--- src/rtl/mmcm_lock_rstgen_if.sv ---
// Status/control bundle between the MMCM reset sequencer and its surroundings.
interface mmcm_lock_rstgen_if #(
    parameter int unsigned EVT_WIDTH = 8
);
    logic                 locked_async;
    logic                 force_rst;
    logic                 mmcm_rst;
    logic                 rst_out_n;
    logic                 ready;
    logic [1:0]           state;
    logic [EVT_WIDTH-1:0] lock_loss_cnt;
    logic [EVT_WIDTH-1:0] timeout_cnt;

    // Controller / environment side: drives MMCM lock and reset requests.
    modport master (
        output locked_async,
        output force_rst,
        input  mmcm_rst,
        input  rst_out_n,
        input  ready,
        input  state,
        input  lock_loss_cnt,
        input  timeout_cnt
    );

    // Sequencer side.
    modport slave (
        input  locked_async,
        input  force_rst,
        output mmcm_rst,
        output rst_out_n,
        output ready,
        output state,
        output lock_loss_cnt,
        output timeout_cnt
    );
endinterface

--- src/rtl/mmcm_lock_rstgen.sv ---
// MMCM reset sequencer: pulses MMCM RST, waits for a stable lock, then
// releases the downstream reset; re-sequences on lock loss, timeout or request.
module mmcm_lock_rstgen #(
    parameter int unsigned RST_CYCLES    = 100,
    parameter int unsigned LOCK_TIMEOUT  = 65535,
    parameter int unsigned STABLE_CYCLES = 256,
    parameter int unsigned CNT_WIDTH     = 16,
    parameter int unsigned EVT_WIDTH     = 8
) (
    input  logic              clk,
    input  logic              aresetn,
    mmcm_lock_rstgen_if.slave bus
);
    typedef enum logic [1:0] {
        HOLD   = 2'd0,
        WAIT   = 2'd1,
        SETTLE = 2'd2,
        RUN    = 2'd3
    } state_e;

    localparam logic [CNT_WIDTH-1:0] RST_LOAD    = CNT_WIDTH'(RST_CYCLES - 1);
    localparam logic [CNT_WIDTH-1:0] WAIT_LOAD   = CNT_WIDTH'(LOCK_TIMEOUT - 1);
    localparam logic [CNT_WIDTH-1:0] SETTLE_LOAD = CNT_WIDTH'(STABLE_CYCLES - 1);
    localparam logic [EVT_WIDTH-1:0] EVT_MAX     = {EVT_WIDTH{1'b1}};

    logic                 sync1_q;
    logic                 locked_s_q;
    state_e               state_q, state_d;
    logic [CNT_WIDTH-1:0] cnt_q, cnt_d;
    logic                 loss_evt, tmo_evt;
    logic                 mmcm_rst_q, mmcm_rst_d;
    logic                 rst_out_n_q, rst_out_n_d;
    logic                 ready_q, ready_d;
    logic [EVT_WIDTH-1:0] loss_cnt_q, loss_cnt_d;
    logic [EVT_WIDTH-1:0] tmo_cnt_q, tmo_cnt_d;

    // Two-flop synchronizer for the asynchronous LOCKED signal.
    always_ff @(posedge clk) begin
        if (!aresetn) begin
            sync1_q    <= 1'b0;
            locked_s_q <= 1'b0;
        end else begin
            sync1_q    <= bus.locked_async;
            locked_s_q <= sync1_q;
        end
    end

    // State, shared down-counter, event counters and registered outputs.
    always_ff @(posedge clk) begin
        if (!aresetn) begin
            state_q     <= HOLD;
            cnt_q       <= RST_LOAD;
            mmcm_rst_q  <= 1'b1;
            rst_out_n_q <= 1'b0;
            ready_q     <= 1'b0;
            loss_cnt_q  <= '0;
            tmo_cnt_q   <= '0;
        end else begin
            state_q     <= state_d;
            cnt_q       <= cnt_d;
            mmcm_rst_q  <= mmcm_rst_d;
            rst_out_n_q <= rst_out_n_d;
            ready_q     <= ready_d;
            loss_cnt_q  <= loss_cnt_d;
            tmo_cnt_q   <= tmo_cnt_d;
        end
    end

    // Next state and counter; force_rst outranks lock, lock outranks expiry.
    always_comb begin
        state_d  = state_q;
        cnt_d    = cnt_q;
        loss_evt = 1'b0;
        tmo_evt  = 1'b0;
        case (state_q)
            HOLD: begin
                if (cnt_q != '0) begin
                    cnt_d = cnt_q - CNT_WIDTH'(1);
                end else if (!bus.force_rst) begin
                    state_d = WAIT;
                    cnt_d   = WAIT_LOAD;
                end
            end
            WAIT: begin
                if (bus.force_rst) begin
                    state_d = HOLD;
                    cnt_d   = RST_LOAD;
                end else if (locked_s_q) begin
                    state_d = SETTLE;
                    cnt_d   = SETTLE_LOAD;
                end else if (cnt_q == '0) begin
                    state_d = HOLD;
                    cnt_d   = RST_LOAD;
                    tmo_evt = 1'b1;
                end else begin
                    cnt_d = cnt_q - CNT_WIDTH'(1);
                end
            end
            SETTLE: begin
                if (bus.force_rst) begin
                    state_d = HOLD;
                    cnt_d   = RST_LOAD;
                end else if (!locked_s_q) begin
                    state_d = WAIT;
                    cnt_d   = WAIT_LOAD;
                end else if (cnt_q == '0) begin
                    state_d = RUN;
                end else begin
                    cnt_d = cnt_q - CNT_WIDTH'(1);
                end
            end
            RUN: begin
                if (bus.force_rst) begin
                    state_d = HOLD;
                    cnt_d   = RST_LOAD;
                end else if (!locked_s_q) begin
                    state_d  = HOLD;
                    cnt_d    = RST_LOAD;
                    loss_evt = 1'b1;
                end
            end
            default: begin
                state_d = HOLD;
                cnt_d   = RST_LOAD;
            end
        endcase
    end

    // Output values for the next state, plus saturating event counts.
    always_comb begin
        mmcm_rst_d  = 1'b0;
        rst_out_n_d = 1'b0;
        ready_d     = 1'b0;
        loss_cnt_d  = loss_cnt_q;
        tmo_cnt_d   = tmo_cnt_q;
        mmcm_rst_d  = (state_d == HOLD);
        rst_out_n_d = (state_d == RUN);
        ready_d     = (state_d == RUN);
        if (loss_evt && (loss_cnt_q != EVT_MAX)) begin
            loss_cnt_d = loss_cnt_q + EVT_WIDTH'(1);
        end
        if (tmo_evt && (tmo_cnt_q != EVT_MAX)) begin
            tmo_cnt_d = tmo_cnt_q + EVT_WIDTH'(1);
        end
    end

    assign bus.mmcm_rst      = mmcm_rst_q;
    assign bus.rst_out_n     = rst_out_n_q;
    assign bus.ready         = ready_q;
    assign bus.state         = state_q;
    assign bus.lock_loss_cnt = loss_cnt_q;
    assign bus.timeout_cnt   = tmo_cnt_q;
endmodule

--- src/flat_wrapper.sv ---
// flat-port wrapper written by rule: the top's interface ports become plain ports
module mmcm_lock_rstgen_flat 
#(
    parameter int unsigned RST_CYCLES    = 100,
    parameter int unsigned LOCK_TIMEOUT  = 65535,
    parameter int unsigned STABLE_CYCLES = 256,
    parameter int unsigned CNT_WIDTH     = 16,
    parameter int unsigned EVT_WIDTH     = 8
)
  (clk, aresetn, bus_locked_async, bus_force_rst, bus_mmcm_rst, bus_rst_out_n, bus_ready, bus_state, bus_lock_loss_cnt, bus_timeout_cnt);
  mmcm_lock_rstgen_if #(.EVT_WIDTH(EVT_WIDTH)) bus_i ();
  input  logic clk;
  input  logic aresetn;
  input wire logic [$bits(bus_i.locked_async)-1:0] bus_locked_async;
  input wire logic [$bits(bus_i.force_rst)-1:0] bus_force_rst;
  output wire logic [$bits(bus_i.mmcm_rst)-1:0] bus_mmcm_rst;
  output wire logic [$bits(bus_i.rst_out_n)-1:0] bus_rst_out_n;
  output wire logic [$bits(bus_i.ready)-1:0] bus_ready;
  output wire logic [$bits(bus_i.state)-1:0] bus_state;
  output wire logic [$bits(bus_i.lock_loss_cnt)-1:0] bus_lock_loss_cnt;
  output wire logic [$bits(bus_i.timeout_cnt)-1:0] bus_timeout_cnt;
  assign bus_i.locked_async = bus_locked_async;
  assign bus_i.force_rst = bus_force_rst;
  assign bus_mmcm_rst = bus_i.mmcm_rst;
  assign bus_rst_out_n = bus_i.rst_out_n;
  assign bus_ready = bus_i.ready;
  assign bus_state = bus_i.state;
  assign bus_lock_loss_cnt = bus_i.lock_loss_cnt;
  assign bus_timeout_cnt = bus_i.timeout_cnt;
  mmcm_lock_rstgen #(.RST_CYCLES(RST_CYCLES), .LOCK_TIMEOUT(LOCK_TIMEOUT), .STABLE_CYCLES(STABLE_CYCLES), .CNT_WIDTH(CNT_WIDTH), .EVT_WIDTH(EVT_WIDTH)) u_core (.clk(clk), .aresetn(aresetn), .bus(bus_i));
endmodule
--- config.mk ---
export PLATFORM = sky130hd
export DESIGN_NAME = mmcm_lock_rstgen_flat
export DESIGN_NICKNAME = d
export VERILOG_FILES = /design/src/rtl/mmcm_lock_rstgen_if.sv /design/src/rtl/mmcm_lock_rstgen.sv /design/src/flat_wrapper.sv
export SDC_FILE = /design/constraint.sdc
export NUM_CORES = 1
export LEC_CHECK = 0
export ABC_CLOCK_PERIOD_IN_PS = 3100
export CELL_PAD_IN_SITES_DETAIL_PLACEMENT = 0
export CELL_PAD_IN_SITES_GLOBAL_PLACEMENT = 1
export CORE_MARGIN = 2
export CORE_UTILIZATION = 25
export DETAILED_ROUTE_END_ITERATION = 10
export DONT_BUFFER_PORTS = 1
export GPL_ROUTABILITY_DRIVEN = 0
export GPL_TIMING_DRIVEN = 0
export PLACE_DENSITY = 0.58
export SYNTH_ARGS = -nofsm -noshare
export SYNTH_HDL_FRONTEND = slang
export SYNTH_SLANG_ARGS = --single-unit
--- constraint.sdc ---
create_clock -name clk -period 3.1 [get_ports clk]
set_clock_uncertainty 0.2 [all_clocks]
set_input_delay 0.93 -clock clk [delete_from_list [all_inputs] [get_ports clk]]
set_output_delay 0.93 -clock clk [all_outputs]
set_load 0.005 [all_outputs]
==> results.md, run 1 <==
* Outcome: finished, final reports clean
* Post-DP HPWL at 4.124 mm
* Die area at 9247 um2
* Post-DP Area at 2255 um2
* Layout cells sized above 1 at 0.09225
* Tmin final at 3.006 ns
* Fin area at 2381 um2
* Mux cell area share after synthesis at 0.004714
* CTS tree: built
* Via Count at 1949
* Final antenna-violating net count at 0
* #FFs+latches synth at 38
* Cell count after synthesis at 263
* Ys async rst share at 0
* Family with the most delay on the worst path: simple AND/OR/NAND/NOR gates
* CTS root buffer: clkbuf_8
* Vias per inst at 5.184
* Critical Path RT at 3.13 ns
* Leakage at 0.8740 nW
* Drt drc at 0
* Vias in the first global route at 1859
* Synth Area in Adders at 0.01768
* Core box area at 8217 um2
* GRT Total Usage at 0.1374
* Wire per inst at 15.38 um
* Slew headroom at 0.3774
* CP Data Arrival Time at 3.03 ns
* Final worst slack at 0.09439 ns
* WP buf/inv at 0
* Total gr overflow at 0
* Unrepaired setup endpoints after global routing: false
* Sequential share of the synthesized area at 0.3583
* Clock-pin slew on the worst setup and hold paths at 0.08 ns
* Synth cell types at 52
* Area Growth Syn to Fin at 12.14%
* Mapped Area at 2123 um2
* Layout fillers at 901
* Cell area power density at 385.9 nW/um2
* Antenna violations before repair at 0
* Least-Margin Pin Slew at 0.9254 ns
* Post-synthesis compound-gate area fraction at 0.2316
* Ys Warns at 0
* Fmax at 332.7 MHz
* Largest net degree at the start of global routing at 12
* Iteration-0 DRC Markers at 136
* Htree depth at 2
* CTS Buf Count at 5
* Maximum vdd drop at 0.0001535 V
* Die Wd at 96.16 um
* CP max stage delay at 0.70 ns
* Element type at the critical path start: primary input
* Place WS at -0.1551 ns
* CP Capture Type: flip-flop
* Synth area leaders: dfxtp_1 (36%), and2_1 (4.4%), o21ai_0 (4.2%), xor2_1 (4.1%), nand2_1 (3.5%)
* Initial core utilization at 0.2584
* Syn_area_per_cell at 8.073 um2
* Max Root-Sink Buffers at 2
* DRT Pass-1 Iters at 4
* HP Class: reg -> reg
* CP Max Fanout at 7
* EDFF count, synth at 0
* Setup CP Type: in -> reg
* Final setup viols at 0
* Final period util at 0.9696
* IO buf count at 0
* Synth top area share at 0.3583
* Final slew viol count at 0
* Routed WL at 5.783 mm
* Max cap viols at 0
* Post-synthesis net count at 270
* Global-route wire length before repair at 9.853 mm
* Clk_lat worst skew at 0.29 ns
* XOR/XNOR Fraction of Synth Area at 0.05362
* Row count at 33
* # Post-CTS Setup Buffers at 0
* IO Pins at 25
* Top_reg_cell synth: dfxtp_1
* Post-Synth Simple-Gate Area at 0.2805
* Area leader, netlist: dfxtp_1
* Die Span Y at 96.16 um
* Diode count at 0
* Final Power at 0.0009188 W
* Final Hold Violating Endpoints at 0
* Crit-path cells: nor3_1 -> o211ai_1 -> or3_4 -> or3_1 -> a21boi_1
* Crit-path slowest cell: nor3_1
* Nets at 277
* Combinational family with the most area after synthesis: simple AND/OR/NAND/NOR gates
* Final worst hold slack at 0.2356 ns
* CTS Hold Buffers Added at 0
* Clock tree sinks at 38
==> state kept, by name (all words and copies together), names as in the netlist <==
register	flops
u_core.bus.timeout_cnt	8
u_core.bus.rst_out_n	1
u_core.cnt_q	16
u_core.bus.state	2
u_core.bus.lock_loss_cnt	8
u_core.bus.mmcm_rst	1
u_core.sync1_q	1
u_core.locked_s_q	1
==> where the power goes <==
part           switching, W   total, W  internal (W)
Clock              0.000188   0.000367      0.000180
Sequential       0.00000779   0.000502      0.000495
Combinational     0.0000308  0.0000489     0.0000181
Total              0.000226   0.000919      0.000693
==> Yosys cell counts (2+ instances only) <==
| cell | n |
|---|---|
| a211oi_1 | 2 |
| a21boi_0 | 6 |
| a21oi_1 | 13 |
| a221oi_1 | 2 |
| a31oi_1 | 3 |
| a41oi_1 | 2 |
| and2_1 | 15 |
| buf_2 | 4 |
| clkbuf_1 | 9 |
| dfxtp_1 | 38 |
| ha_1 | 3 |
| inv_1 | 11 |
| nand2_1 | 20 |
| nand2b_1 | 3 |
| nand3_1 | 15 |
| nand4_1 | 2 |
| nor2_1 | 12 |
| nor2b_1 | 3 |
| nor3_1 | 11 |
| nor3b_1 | 2 |
| nor4_1 | 6 |
| o2111ai_1 | 2 |
| o211ai_1 | 5 |
| o21a_1 | 3 |
| o21ai_0 | 18 |
| o221ai_1 | 2 |
| o22ai_1 | 3 |
| o31ai_1 | 3 |
| o41ai_1 | 3 |
| or2_2 | 3 |
| or3_1 | 5 |
| or4_1 | 3 |
| xnor2_1 | 3 |
| xor2_1 | 10 |
==> cells by family (layout without fill, tap and decap cells) <==
kind of cell             after synthesis  count (layout)
adder cells (fa/ha/maj)                3               3
AND/OR/NAND/NOR                      108             108
flip-flops                            38              38
buffers and inverters                 26              34
multiplexers                           1               1
AO/OA/AOI/OAI                         74              74
XOR/XNOR                              13              13
==> final cells by class <==
class                      count  area, um2  area share
buffer                        15      81.33     0.03416
clock buffer                   7      86.33     0.03626
clock inverter                 1      5.005    0.002102
inverter                      11      41.29     0.01734
multi-input combinational    199       1274      0.5349
sequential                    38      762.0      0.3200
tap                          105      131.4     0.05518
==> final timing paths <==
kind | start | cells after the start | slack (ns) | endpoint
max | bus_force_rst | 5 | 0.09 | u_core.bus.timeout_cnt[7]
min reg2reg | u_core.sync1_q | 1 | 0.24 | u_core.locked_s_q
min | u_core.sync1_q | 1 | 0.24 | u_core.locked_s_q
max reg2reg | u_core.cnt_q[1] | 9 | 0.12 | u_core.bus.timeout_cnt[7]
==> stage by stage <==
| stage | setup TNS, ns | util | cells |
|---|---|---|---|
| floorplan | 0 | - | 263 |
| global placement | -0.2985 | 0.2744 | 368 |
| detailed placement | -0.2011 | 0.2744 | 368 |
| CTS | 0 | 0.2860 | 376 |
| global route | 0 | 0.2898 | 376 |
| finish | 0 | 0.2898 | 376 |
==> cell usage in the layout, fill, tap and decap left out, drive strengths merged, types with 2 or more instances in the layout <==
master and n:
a21boi 7, o31ai 3, o22ai 3, xnor2 3, o21ai 19, and2 15, dfxtp 38, nand2 20
o2111ai 2, or3 6, nor3 11, xor2 10, a41oi 2, a221oi 2, clkbuf 16, or4 4
a21oi 13, or2 3, nand3 15, nor2 12, o41ai 3, a31oi 3, inv 11, o21a 3
buf 6, o221ai 2, nand2b 3, nor3b 2, nor4 7, nor2b 3, nand4 2, ha 3
a211oi 2, o211ai 5
==> repair_timing <==
action / CTS / global route
endpoints found under the setup margin: 6 / 14
pin swaps: 0 / 1
cloned: 0 / 0
gates resized for setup: 2 / 10
==> worst reg2reg max path, delay by kind of cell, from the launching register on <==
kind / cells / cell delay (ns)
simple gates: 4 / 1.70
fa+ha+maj: 1 / 0.18
buf+inv: 3 / 0.39
compound gates: 1 / 0.12
flops: 1 / 0.33
==> routing by layer <==
metal / up-vias / routed length (um) / GRT usage
met3: 10 / 297 / 0.03602
met4: 0 / 112 / 0.04762
met5: - / 0 / 0
li1: 973 / - / -
met1: 923 / 2770 / 0.1791
met2: 43 / 2603 / 0.2182
Power figures use the tool's default switching activity.
==> run 2, diff against run 1 <==
REMOVE_ABC_BUFFERS = 1   (was default)
==> results.md, run 2 (synthesized netlist as in run 1, its figures left out) <==
* Cell area power density at 393.6 nW/um2
* Setup CP Type: reg -> reg
* Non-filler cells in the finished layout at 361
* Fmax at 341.8 MHz
* Diode count at 0
* WL met1 at 2.630 mm
* Routed WL at 5.339 mm
* Critical Path RT at 3.13 ns
* Layout cells sized above 1 at 0.06641
* HP Class: reg -> reg
* Register area at 760.7 um2
* Global-route wire length before repair at 9.059 mm
* IO buf count at 0
* Wire per inst at 14.79 um
* CP Capture Type: flip-flop
* Maximum vdd drop at 0.0001243 V
* CTS root buffer: clkbuf_8
* Reg with most FFs: u_core.cnt_q
* Outcome: finished, final reports clean
* Nets at 262
* HP Start: u_core.sync1_q
* Layout fillers at 907
* Iteration-0 DRC Markers at 88
* Least-Margin Pin Slew at 0.9085 ns
* Drt drc at 0
* Worst reg2reg startpoint: u_core.cnt_q[5]
* Largest net degree at the start of global routing at 42
* Tmin final at 2.925 ns
* Clock tree sinks at 38
* Final Power at 0.0009057 W
* Core box area at 8217 um2
* Final antenna-violating net count at 0
* CP Max Fanout at 16
* Final setup viols at 0
* Total gr overflow at 0
* Die area at 9247 um2
* Max cap viols at 0
* Number of flip-flops in the largest register at 16
* DRT Pass-1 Iters at 4
* Via Count at 1842
* Wire length on met2 at 2.379 mm
* Most common cell after layout, fill and taps aside: dfxtp_1
* Placed Instances at 353
* Initial core utilization at 0.2584
* Htree depth at 2
* Die Wd at 96.16 um
* Max Root-Sink Buffers at 2
* Final period util at 0.9437
* Vias per inst at 5.102
* Area Growth Syn to Fin at 8.368%
* Top sig layer: met4
* Most frequent cells in the layout: dfxtp_1 (38), nand2_1 (20), o21ai_0 (17)
* Die Span Y at 96.16 um
* Area of the multi-input gates at 1272 um2
* Antenna violations before repair at 0
* Element type at the critical path start: flip-flop
* Row count at 33
* Clk_lat worst skew at 0.30 ns
* Final Hold Violating Endpoints at 0
* Leakage at 0.8389 nW
* Total negative slack at 0 ns
* Met3 Wirelength at 254 um
* # Post-CTS Setup Buffers at 0
* GRT Total Usage at 0.1262
* Final slew viol count at 0
* Vias in the first global route at 1802
* Clock-pin slew on the worst setup and hold paths at 0.08 ns
* CTS tree: built
* Unrepaired setup endpoints after global routing: false
* IO Pins at 25
* CTS Buf Count at 5
* Post-DP HPWL at 3.647 mm
* CP Data Arrival Time at 2.96 ns
* CP startpoint: u_core.cnt_q[5]
* Slew headroom at 0.3888
-- run 2: changes by cell type in the layout (fill, tap and decap cells not counted), sizes merged --
cell | previous run | this run
buf | 6 | 0
clkbuf | 16 | 6
clkinvlp | 0 | 1
-- run 2: timing repair --
item | in CTS | in global routing
gates resized for setup | 5 | 0
pin swaps | 0 | 1
setup endpoints to repair | 15 | 2
hold buffers | 0 | 0
-- run 2: report_power, final --
part	leakage, nW	internal, W	switching (W)
clock network	0.0472	0.000179	0.000189
registers	0.307	0.000494	0.00000946
logic	0.484	0.0000160	0.0000181
total	0.839	0.000689	0.000216
-- run 2: area by class of cell --
class / count / area share
clock inverter: 2 / 0.005438
clock buffer: 6 / 0.03589
tap: 105 / 0.05710
multi-input combinational: 199 / 0.5530
sequential: 38 / 0.3306
inverter: 11 / 0.01794
-- run 2: per-layer routing --
metal  vias up  GRT usage
met5         -          0
met4         0    0.04286
met3         8    0.03446
met2        26     0.1991
met1       861     0.1653
li1        947          -
-- run 2: critical path, cell delays in order, from the launching register on --
cell	delay [ns]
dfxtp_1	0.38
or4_1	0.69
or4_4	0.70
or3_4	0.44
or3_1	0.31
a21boi_1	0.13
-- run 2: final timing paths --
| check | endpoint | slack [ns] | cells after the start |
|---|---|---|---|
| worst max-delay path | u_core.bus.timeout_cnt[7] | 0.17 | 5 |
| worst min register to register | u_core.locked_s_q | 0.26 | 1 |
| worst min-delay path | u_core.locked_s_q | 0.26 | 1 |
| worst max register to register | u_core.bus.timeout_cnt[7] | 0.17 | 5 |
-- run 2: per-stage QoR --
| stage | setup slack [ns] | cell area (um2) | hold WS, ns | utilization |
|---|---|---|---|---|
| floorplan | 0.1423 | 2051 | 0.2118 | - |
| global placement | -0.5648 | 2182 | 0.2286 | 0.2656 |
| detailed placement | -0.5062 | 2182 | 0.2345 | 0.2656 |
| CTS | 0.09831 | 2301 | 0.2546 | 0.2800 |
| global route | 0.03296 | 2301 | 0.2625 | 0.2800 |
| finish | 0.1745 | 2301 | 0.2557 | 0.2800 |
